[config.mk]
export PLATFORM = sky130hd
export DESIGN_NAME = game_flow_ctrl
export DESIGN_NICKNAME = d
export VERILOG_FILES = /design/src/rtl/game_flow_ctrl.sv
export SDC_FILE = /design/constraint.sdc
export NUM_CORES = 1
export LEC_CHECK = 0
export ABC_AREA = 1
export CAP_MARGIN = 20
export CORE_ASPECT_RATIO = 0.9
export CORE_MARGIN = 2
export CORE_UTILIZATION = 50
export CTS_BUF_LIST = sky130_fd_sc_hd__clkbuf_8
export DETAILED_ROUTE_END_ITERATION = 12
export PLACE_DENSITY = 0.71
export RECOVER_POWER = 25
export SLEW_MARGIN = 20
export SYNTH_ARGS = -nofsm -noshare
export SYNTH_HDL_FRONTEND = slang
export SYNTH_SLANG_ARGS = --single-unit
[constraint.sdc]
create_clock -name clk_i -period 1.7 [get_ports clk_i]
set_clock_uncertainty 0.05 [all_clocks]
set_input_delay 0.255 -clock clk_i [delete_from_list [all_inputs] [get_ports clk_i]]
set_output_delay 0.255 -clock clk_i [all_outputs]
set_load 0.005 [all_outputs]
[src/rtl/game_flow_ctrl.sv]
// Top-level game sequencer: owns lives and level count, and turns the shoot
// button plus player/enemy event pulses into freeze, level-restart and
// end-of-game controls. Every output comes straight from a flop.
module game_flow_ctrl #(
  parameter int unsigned lives_p        = 3,
  parameter int unsigned levels_p       = 4,
  parameter int unsigned flash_cycles_p = 12_500_000
) (
  input  logic                       clk_i,
  input  logic                       reset_ni,
  input  logic                       shoot_i,
  input  logic                       hit_i,
  input  logic                       cleared_i,
  input  logic                       invaded_i,
  output logic                       freeze_o,
  output logic                       level_reset_o,
  output logic [2:0]                 lives_o,
  output logic [$clog2(levels_p):0]  level_o,
  output logic                       alive_o,
  output logic                       ship_visible_o,
  output logic                       game_over_o,
  output logic                       game_won_o,
  output logic [5:0]                 state_o
);

  localparam int unsigned LivesW  = 3;
  localparam int unsigned LevelW  = $clog2(levels_p) + 1;
  localparam int unsigned FlashW  = (flash_cycles_p > 1) ? $clog2(flash_cycles_p) : 1;

  localparam logic [LivesW-1:0] LivesInit = LivesW'(lives_p);
  localparam logic [LevelW-1:0] LastLevel = LevelW'(levels_p - 1);
  localparam logic [FlashW-1:0] FlashLast = FlashW'(flash_cycles_p - 1);

  // One-hot encoding doubles as the debug state vector.
  typedef enum logic [5:0] {
    IDLE      = 6'b000001,
    PLAY      = 6'b000010,
    HIT_PAUSE = 6'b000100,
    LVL_DONE  = 6'b001000,
    OVER      = 6'b010000,
    WON       = 6'b100000
  } state_e;

  state_e              state_q, state_d;
  logic                shoot_q;
  logic [LivesW-1:0]   lives_q, lives_d;
  logic [LevelW-1:0]   level_q, level_d;
  logic [FlashW-1:0]   flash_q, flash_d;
  logic                vis_q, vis_d;
  logic                freeze_q, freeze_d;
  logic                lvl_rst_q, lvl_rst_d;
  logic                alive_q, alive_d;
  logic                over_q, over_d;
  logic                won_q, won_d;
  logic                press_c;

  // A press is a rising edge of the synchronised button level.
  assign press_c = shoot_i & ~shoot_q;

  // State register and all registered outputs.
  always_ff @(posedge clk_i or negedge reset_ni) begin
    if (!reset_ni) begin
      state_q   <= IDLE;
      shoot_q   <= 1'b1;
      lives_q   <= LivesInit;
      level_q   <= '0;
      flash_q   <= '0;
      vis_q     <= 1'b1;
      freeze_q  <= 1'b1;
      lvl_rst_q <= 1'b0;
      alive_q   <= 1'b1;
      over_q    <= 1'b0;
      won_q     <= 1'b0;
    end else begin
      state_q   <= state_d;
      shoot_q   <= shoot_i;
      lives_q   <= lives_d;
      level_q   <= level_d;
      flash_q   <= flash_d;
      vis_q     <= vis_d;
      freeze_q  <= freeze_d;
      lvl_rst_q <= lvl_rst_d;
      alive_q   <= alive_d;
      over_q    <= over_d;
      won_q     <= won_d;
    end
  end

  // Next-state logic with lives/level bookkeeping; PLAY events are
  // prioritised invaded > hit > cleared, lower ones in the same cycle dropped.
  always_comb begin
    state_d   = state_q;
    lives_d   = lives_q;
    level_d   = level_q;
    lvl_rst_d = 1'b0;
    unique case (state_q)
      IDLE, OVER: begin
        if (press_c) begin
          state_d   = PLAY;
          lives_d   = LivesInit;
          level_d   = '0;
          lvl_rst_d = 1'b1;
        end
      end
      PLAY: begin
        if (invaded_i) begin
          state_d = OVER;
          lives_d = '0;
        end else if (hit_i) begin
          if (lives_q <= LivesW'(1)) begin
            state_d = OVER;
            lives_d = '0;
          end else begin
            state_d = HIT_PAUSE;
            lives_d = lives_q - LivesW'(1);
          end
        end else if (cleared_i) begin
          state_d = (level_q >= LastLevel) ? WON : LVL_DONE;
        end
      end
      HIT_PAUSE: begin
        if (press_c) begin
          state_d = PLAY;
        end
      end
      LVL_DONE: begin
        if (press_c) begin
          state_d   = PLAY;
          lvl_rst_d = 1'b1;
          if (level_q < LastLevel) begin
            level_d = level_q + LevelW'(1);
          end
        end
      end
      WON: begin
        state_d = WON;
      end
      default: begin
        state_d = IDLE;
      end
    endcase
  end

  // Ship blink while paused after a hit, plus state-decoded status outputs.
  always_comb begin
    flash_d  = '0;
    vis_d    = 1'b1;
    if ((state_q == HIT_PAUSE) && (state_d == HIT_PAUSE)) begin
      if (flash_q == FlashLast) begin
        flash_d = '0;
        vis_d   = ~vis_q;
      end else begin
        flash_d = flash_q + FlashW'(1);
        vis_d   = vis_q;
      end
    end else begin
      vis_d = (state_d != OVER);
    end
    freeze_d = (state_d != PLAY);
    alive_d  = (lives_d != '0);
    over_d   = (state_d == OVER);
    won_d    = (state_d == WON);
  end

  assign state_o        = state_q;
  assign freeze_o       = freeze_q;
  assign level_reset_o  = lvl_rst_q;
  assign lives_o        = lives_q;
  assign level_o        = level_q;
  assign alive_o        = alive_q;
  assign ship_visible_o = vis_q;
  assign game_over_o    = over_q;
  assign game_won_o     = won_q;

endmodule

# [Yosys cells after proc, flatten, opt, wreduce, memory -nomap -nowiden]
# Cells that the tools add are included.
[classes] n_addsub=3 n_mul=0 div=0 magnitude_cmp=3 n_eq_ne=16 n_shift=0 muxes=22 n_bitwise=3 reduce_logical=7
[ops] op="$mux 24" count=2
[ops] op="$mux 6" count=5
[ops] op="$add 24x1->24 const B" count=1
[ops] op="$eq 24x24->1 const B" count=1
[ops] op="$mux 3" count=7
[ops] op="$pmux 6 s3" count=1
[ops] op="$eq 6x3->1 const B" count=2
[ops] op="$eq 6x5->1 const B" count=2
[ops] op="$eq 6x6->1 const B" count=2
[ops] op="$pmux 3 s2" count=2
[ops] op="$eq 6x1->1 const B" count=1
[ops] op="$eq 6x2->1 const B" count=1
[ops] op="$eq 6x4->1 const B" count=1
[ops] op="$ne 2x2->1 const B" count=3
[ops] op="$ne 6x2->1 const B" count=1
[ops] op="$ne 6x5->1 const B" count=1
[ops] op="$mux 5" count=1
[ops] op="$mux 1" count=4
[ops] op="$reduce_and 4->1" count=1
[ops] op="$reduce_or 4->1" count=1
[ops] op="$add 3x1->3 const B" count=1
[ops] op="$ge 3x2->1 const B" count=1
[ops] op="$le 3x1->1 const B" count=1
[ops] op="$lt 3x2->1 const B" count=1
[ops] op="9 further kinds" count=10
[totals] ff_bits=43 latchBits=0 ramBits=0 romBits=0 input_bits=6 out_inout_bits=18 n_memories=0

# [Depth between registers and ports, before layout]
[depth] word_depth=9 depth_mapped=10 mapped_depth_nobuf=10

# [Worst setup path before layout]
# Ideal clock, no wire load.
[synth_path] kind="reg2reg" startpoint="register flash_q[0]" endpoint="register flash_q[13]" setup_ns=0.121 arrival_ns=1.400 slack_ns=0.129 path_stages_with_launch=10 path_buffers=1 path_cell_list="dfrtp_1 ha_1 nand2_1 inv_1 nand2_1 nor2_1 nand3_1 nand2_4 buf_12 nor2_2"
[synth_between] elab_chain_len=3 word_cells_on_any_way=4
[synth_lines] item="start, declared" line_no="48" text="logic [FlashW-1:0] flash_q, flash_d;"
[synth_lines] item="start signal, assigned" line_no="79" text="flash_q <= flash_d;"
[synth_lines] item="$add 24x1->24 / $eq 24x24->1 (equally long branches)" line_no="153, 149"
[synth_lines] item="$mux 24 (*)" line_no="149" text="if (flash_q == FlashLast) begin"
[synth_lines] item="$mux 24 (*)" line_no="148" text="if ((state_q == HIT_PAUSE) && (state_d == HIT_PAUSE)) begin"
[synth_lines] item="named net flash_d[13]" line_no="48"
# Mark *: on every way through the listed nets, which the timed path passes. The rest lies on a longest branch.
# A chain may end at the register's enable or synchronous reset.

# [Worst setup path after layout]
[layout_path] startpoint="register vis_q, in the netlist ship_visible_o" endpoint="output port ship_visible_o"
[layout_lines] item="start, declared" line_no="49" text="logic vis_q, vis_d;"
[layout_lines] item="start signal, assigned" line_no="80" text="vis_q <= vis_d;"
[layout_lines] item="end, declared" line_no="20" text="output logic ship_visible_o,"
# No word-level cell between the ends.

==> results.json <==
{
  "crit_family": "flip-flops",
  "critPathCaptureType": "output port",
  "vdd_ir_drop_max_mv": 0.827,
  "drv_slew": 0,
  "synthMuxAreaShare": 0,
  "status": "finished clean",
  "max_freq_ghz": 0.603,
  "route.layer.met1.wl_mm": 2.95,
  "grt_max_degree": 38,
  "clockBufferDepth": 2,
  "synthCells": 349,
  "powerDensity_mw_per_mm2": 1020,
  "cts_tree": "yes",
  "hold_violations": 0,
  "wl_per_cell_microns": 12.7,
  "dieArea_sq_mm": 0.00573,
  "ys_seq_elements": 43,
  "cts.sinks": 43,
  "coreArea_sq_mm": 0.00489,
  "wl_mm": 5.82,
  "vias": 2287,
  "required_ns": 1.39,
  "rows": 24,
  "cts_max_level": 2,
  "ioPinCount": 24,
  "yosys.area_share.simple": 0.395,
  "crit_path_start_kind": "flip-flop",
  "worst_ep_arrival_time_ns": 1.35,
  "rr_worst_depth": 10,
  "path_cells": "clkdlybuf4s50_1",
  "seqCellArea_sq_mm": 0.00108,
  "syn_to_final_growth_pct": 22.1,
  "setup_violations": 0,
  "first_pass_iters": 4,
  "synth_compound_area_frac": 0.0365,
  "hpwl_mm": 4.48,
  "cp_slowest_stage_delay_ns": 0.56,
  "synth_nets": 360,
  "grt_pass1_vias": 2196,
  "layout-drive-gt1-share": 0.147,
  "synth.largest_area_cell": "dfrtp_1",
  "finalCritPeriodShare": 0.976,
  "vias_per_cell": 4.98,
  "regToRegStartpoint": "state_o[0]",
  "synth_cell_types": 28,
  "cp_num_buf_inv": 1,
  "final_nets": 404,
  "antenna_found_initial": 0,
  "relSlewSlack": 0.669,
  "rrSetupSlack_ns": 0.11,
  "route.met2.wl_mm": 2.51,
  "drt-initial-drc-count": 218,
  "maxCapViolCount": 0,
  "synth_adder_area_share": 0.0243,
  "crit_type": "reg -> out",
  "overflow": 0,
  "top_layer_used": "met4",
  "critPathMaxFanout": 3,
  "cts_buffers": 5,
  "place.port_buffers": 23,
  "hold_slack_ns": 0.325,
  "yosys_warnings": 0,
  "grt_usage": 0.228,
  "multi_input_area_sq_mm": 0.00131,
  "clk_latency_ns": 0.30,
  "path_clk_slew_ns": 0.08,
  "n_fill_cell": 435,
  "period_needed_ns": 1.66,
  "ys_seq_area_frac": 0.422,
  "wl_met3_microns": 302,
  "hold_path_class": "in -> async",
  "path_depth": 1,
  "die_w_microns": 79.6,
  "start_util": 0.525,
  "r2r_end": "flash_q[20]",
  "synth_area_sq_mm": 0.00257,
  "synth-xor-area-share": 0.0409,
  "synthDominantCellAreaShare": 0.350,
  "chipHeight_microns": 72.0,
  "drc": 0,
  "synth_area_per_cell_sq_um": 7.37,
  "cts-root-buf": "clkbuf_8",
  "antennaDiodeCount": 0,
  "grt_first_pass_wirelength_mm": 10.2,
  "crit_start": "ship_visible_o",
  "p_total_mw": 3.19,
  "tightest_slew_ns": 0.497,
  "leakagePower_nw": 1.42,
  "crit_path_end": "ship_visible_o",
  "gp_congestion": 0.927,
  "synth_top_family_by_area": "simple AND/OR/NAND/NOR gates",
  "postRouteAntennaNets": 0,
  "netlist_top_cells_area": "dfrtp_1 (35%), nand2_1 (14%), nor2_1 (9.3%), dfstp_2 (7.2%), inv_1 (6.7%)",
  "worst_path_max_delay_cell": "dfstp_2"
}
cell families after synthesis:
kind of cell | after synthesis
buffers and inverters | 50
adders and majority gates | 5
and+or+nand+nor | 222
AOI/OAI and AO/OA | 17
xor gates and xnor gates | 12
DFF | 43
worst min path at each step:
stage / to / slack (ns)
4_1_cts: state_o[5] / 0.28
2_1_floorplan: flash_q[0] / -0.09
3_5_place_dp: lives_o[2] / 0.06
6_report: state_o[5] / 0.32
5_1_grt: lives_o[2] / 0.36
3_3_place_gp: lives_o[2] / 0.06
Yosys cell counts:
cell      number
nand2_1       95
nor2_1        64
inv_1         46
dfrtp_1       36
nand3_1       29
nor2_2         9
dfstp_2        7
nand4_1        7
nor2_4         6
o21ai_0        6
xnor2_1        6
xor2_1         6
a21oi_1        5
ha_1           5
nand2_2        3
or2_2          3
nand2_4        2
nand3_4        2
nor3_1         2
o21ai_1        2
buf_12         1
buf_4          1
inv_2          1
inv_4          1
o211ai_1       1
o21bai_1       1
o22ai_1        1
o31ai_1        1
what timing repair did:
| item | CTS | global route |
|---|---|---|
| resized for setup | 1 | 9 |
| hold buffers | 1 | 0 |
| setup endpoints to repair | 2 | 15 |
| buffers inserted | 1 | 2 |
| endpoints found under the hold margin | 6 | 0 |
| pin swaps | 0 | 2 |
final cells by class:
cell class,instances,share of cell area
clock inverter,3,0.0120
inverter,48,0.0582
sequential,43,0.345
tap,65,0.0259
multi-input combinational,256,0.416
clock buffer,5,0.0219
timing repair buffer,39,0.121
placed cells by master, fill, tap and decap left out, types with 3 or more instances in the layout:
| cell type | count |
|---|---|
| nand2_1 | 95 |
| xor2_1 | 6 |
| nand4_1 | 7 |
| ha_1 | 5 |
| dfrtp_1 | 36 |
| clkbuf_8 | 5 |
| clkdlybuf4s50_1 | 18 |
| nor2_1 | 63 |
| o21ai_0 | 6 |
| a21oi_1 | 4 |
| nor2_4 | 7 |
| or2_2 | 3 |
| nor2_2 | 9 |
| nand3_1 | 28 |
| dfstp_2 | 7 |
| xnor2_1 | 6 |
| buf_4 | 11 |
| inv_1 | 48 |
routing by layer:
metal | vias to the layer above | global-route usage
met5 | - | 0
met4 | 0 | 0.0575
met3 | 8 | 0.0386
met2 | 56 | 0.322
met1 | 1049 | 0.361
li1 | 1174 | -
registers in the layout (all words and copies together), names as in the netlist:
name            cells
freeze_o            1
level_o             3
alive_o             1
game_won_o          1
state_o             6
shoot_q             1
flash_q            24
lives_o             3
game_over_o         1
level_reset_o       1
ship_visible_o      1
through the flow:
| step | TNS [ns] | worst slack [ns] | instances | instance area (sq um) | util |
|---|---|---|---|---|---|
| after floorplan | 0 | 0.129 | 349 | 2570 | - |
| after global placement | -0.356 | -0.0395 | 447 | 2980 | 0.608 |
| after detailed placement | -0.735 | -0.0664 | 447 | 2980 | 0.608 |
| after CTS | 0 | 0.0156 | 457 | 3100 | 0.633 |
| after global routing | -0.0102 | -0.0102 | 459 | 3140 | 0.642 |
| final | 0 | 0.0407 | 459 | 3140 | 0.642 |
power breakdown:
part | internal (mW) | switching (mW)
registers | 1.17 | 0.0999
clock network | 0.428 | 0.342
logic | 0.524 | 0.627
total | 2.12 | 1.07
Power figures use the tool's default switching activity.
==> variant, RTL diff (config.mk and constraints unchanged) <==
Put one more register stage on the output `lives_o`. The value now appears one clock later. The other outputs are not delayed to match.
--- a/src/rtl/game_flow_ctrl.sv
+++ b/src/rtl/game_flow_ctrl.sv
@@ -165,7 +165,9 @@
   assign state_o        = state_q;
   assign freeze_o       = freeze_q;
   assign level_reset_o  = lvl_rst_q;
-  assign lives_o        = lives_q;
+  always_ff @(posedge clk_i) begin
+    lives_o <= lives_q;
+  end
   assign level_o        = level_q;
   assign alive_o        = alive_q;
   assign ship_visible_o = vis_q;
Function: changed (a bounded check fails within 4 cycles, from zero or initial values and one cycle with reset_ni low).
==> variant against the unedited design <==
Cell area increased by 1.6%. Power increased by 7.0%. Sequential cell count increased by 3. Wire length increased by 0.62%. Synthesized area increased by 2.3%. Clock power increased by 29%. Worst setup slack improved by 0.0061 ns. Die area increased by 2.2%. Synthesized cell count increased by 0.86%. Critical path type unchanged. Critical endpoint unchanged. Highest routed layer unchanged.
==> variant: results (changes against the unedited design) <==
outcome=finished, final reports clean (unchanged); number of DRC markers after the initial detailed-route iteration=113 (was 218); maximum clock rate=0.605 GHz (was 0.603 GHz); count of multi-input gates=257 (was 256); Placer Congestion=0.917 (was 0.927); vias in the first global route=2189 (was 2196); buffer count excluding the clock tree in the final layout=35 (was 39); cell area after placement=2980 sq um (about the same); overall routed net length=5.86 mm (was 5.82 mm); worst hold slack after final layout=0.413 ns (was 0.325 ns); endpoint of the most critical register-to-register path=alive_o (was flash_q[20]); highest fanout seen on the critical path=2 (was 3); antenna violations before repair=0 (unchanged); adder-cell share of the synthesized area=0.0238 (was 0.0243); first-pass GRT wire length=9.92 mm (was 10.2 mm); fraction of area in multi-input gates=0.416 (about the same); area fraction in compound gates after synthesis=0.0357 (was 0.0365); cells on worst reg2reg path=7 (was 10); static leakage power=1.41 nW (was 1.42 nW); Synth Net Count=363 (was 360); Tot GR Track Use=0.222 (was 0.228); RR Startpoint=state_o[4] (was state_o[0]); Via-to-Cell Ratio=4.96 (was 4.98); post-synthesis xor/xnor area fraction=0.0399 (was 0.0409); Clock Sink Count=46 (was 43); Clock buffers and inverters, area share=0.0431 (was 0.0339); Placed Cells incl. Taps=449 (was 447); share of the final layout cell area in sequential cells=0.359 (was 0.345); number of tap cells inserted=67 (was 65); layout filler cell count=472 (was 435); Yosys warning count=0 (unchanged); proportion of layout cells with a drive suffix above 1=0.145 (was 0.147); HPWL after detailed placement=4.26 mm (was 4.48 mm); Hold WC Path Type=flop to flop (was primary input to asynchronous set/reset pin); share of the core filled with cells in the final layout=0.618 (was 0.642); Post-Synthesis Mean Instance Area=7.48 sq um (was 7.37 sq um); headroom to the max-slew limit=0.284 (was 0.669); fraction of the yosys area taken by sequential cells=0.435 (was 0.422); maximum number of pins on one net before global-route repair=44 (was 38); Final non-clock buffer share=0.0984 (was 0.121)
## variant: cell types whose count changed after synthesis
cell	change
dfxtp_1	+3
## variant: what timing repair did
item | 4_1_cts | 5_1_grt
hold buffers | 1 | 0
endpoints found under the hold margin | 36 | 0
pin swaps | 1 | 2
cloned | 0 | 1
setup buffers | 1 | 1
gates resized for setup | 1 | 7
endpoints found under the setup margin | 2 | 20
## variant: where the power goes
part | switching (mW) | total, mW | leakage, nW | internal [mW]
combinational | 0.597 | 1.06 | 0.744 | 0.465
clock | 0.400 | 0.989 | 0.0683 | 0.589
sequential | 0.101 | 1.37 | 0.599 | 1.27
## variant: per-layer routing
metal  track usage  share of wire  vias up
met5             0              0        -
met4        0.0960          0.015        0
met3        0.0347          0.039        8
met2         0.351           0.46       45
met1         0.304           0.49     1063
li1              -              -     1171
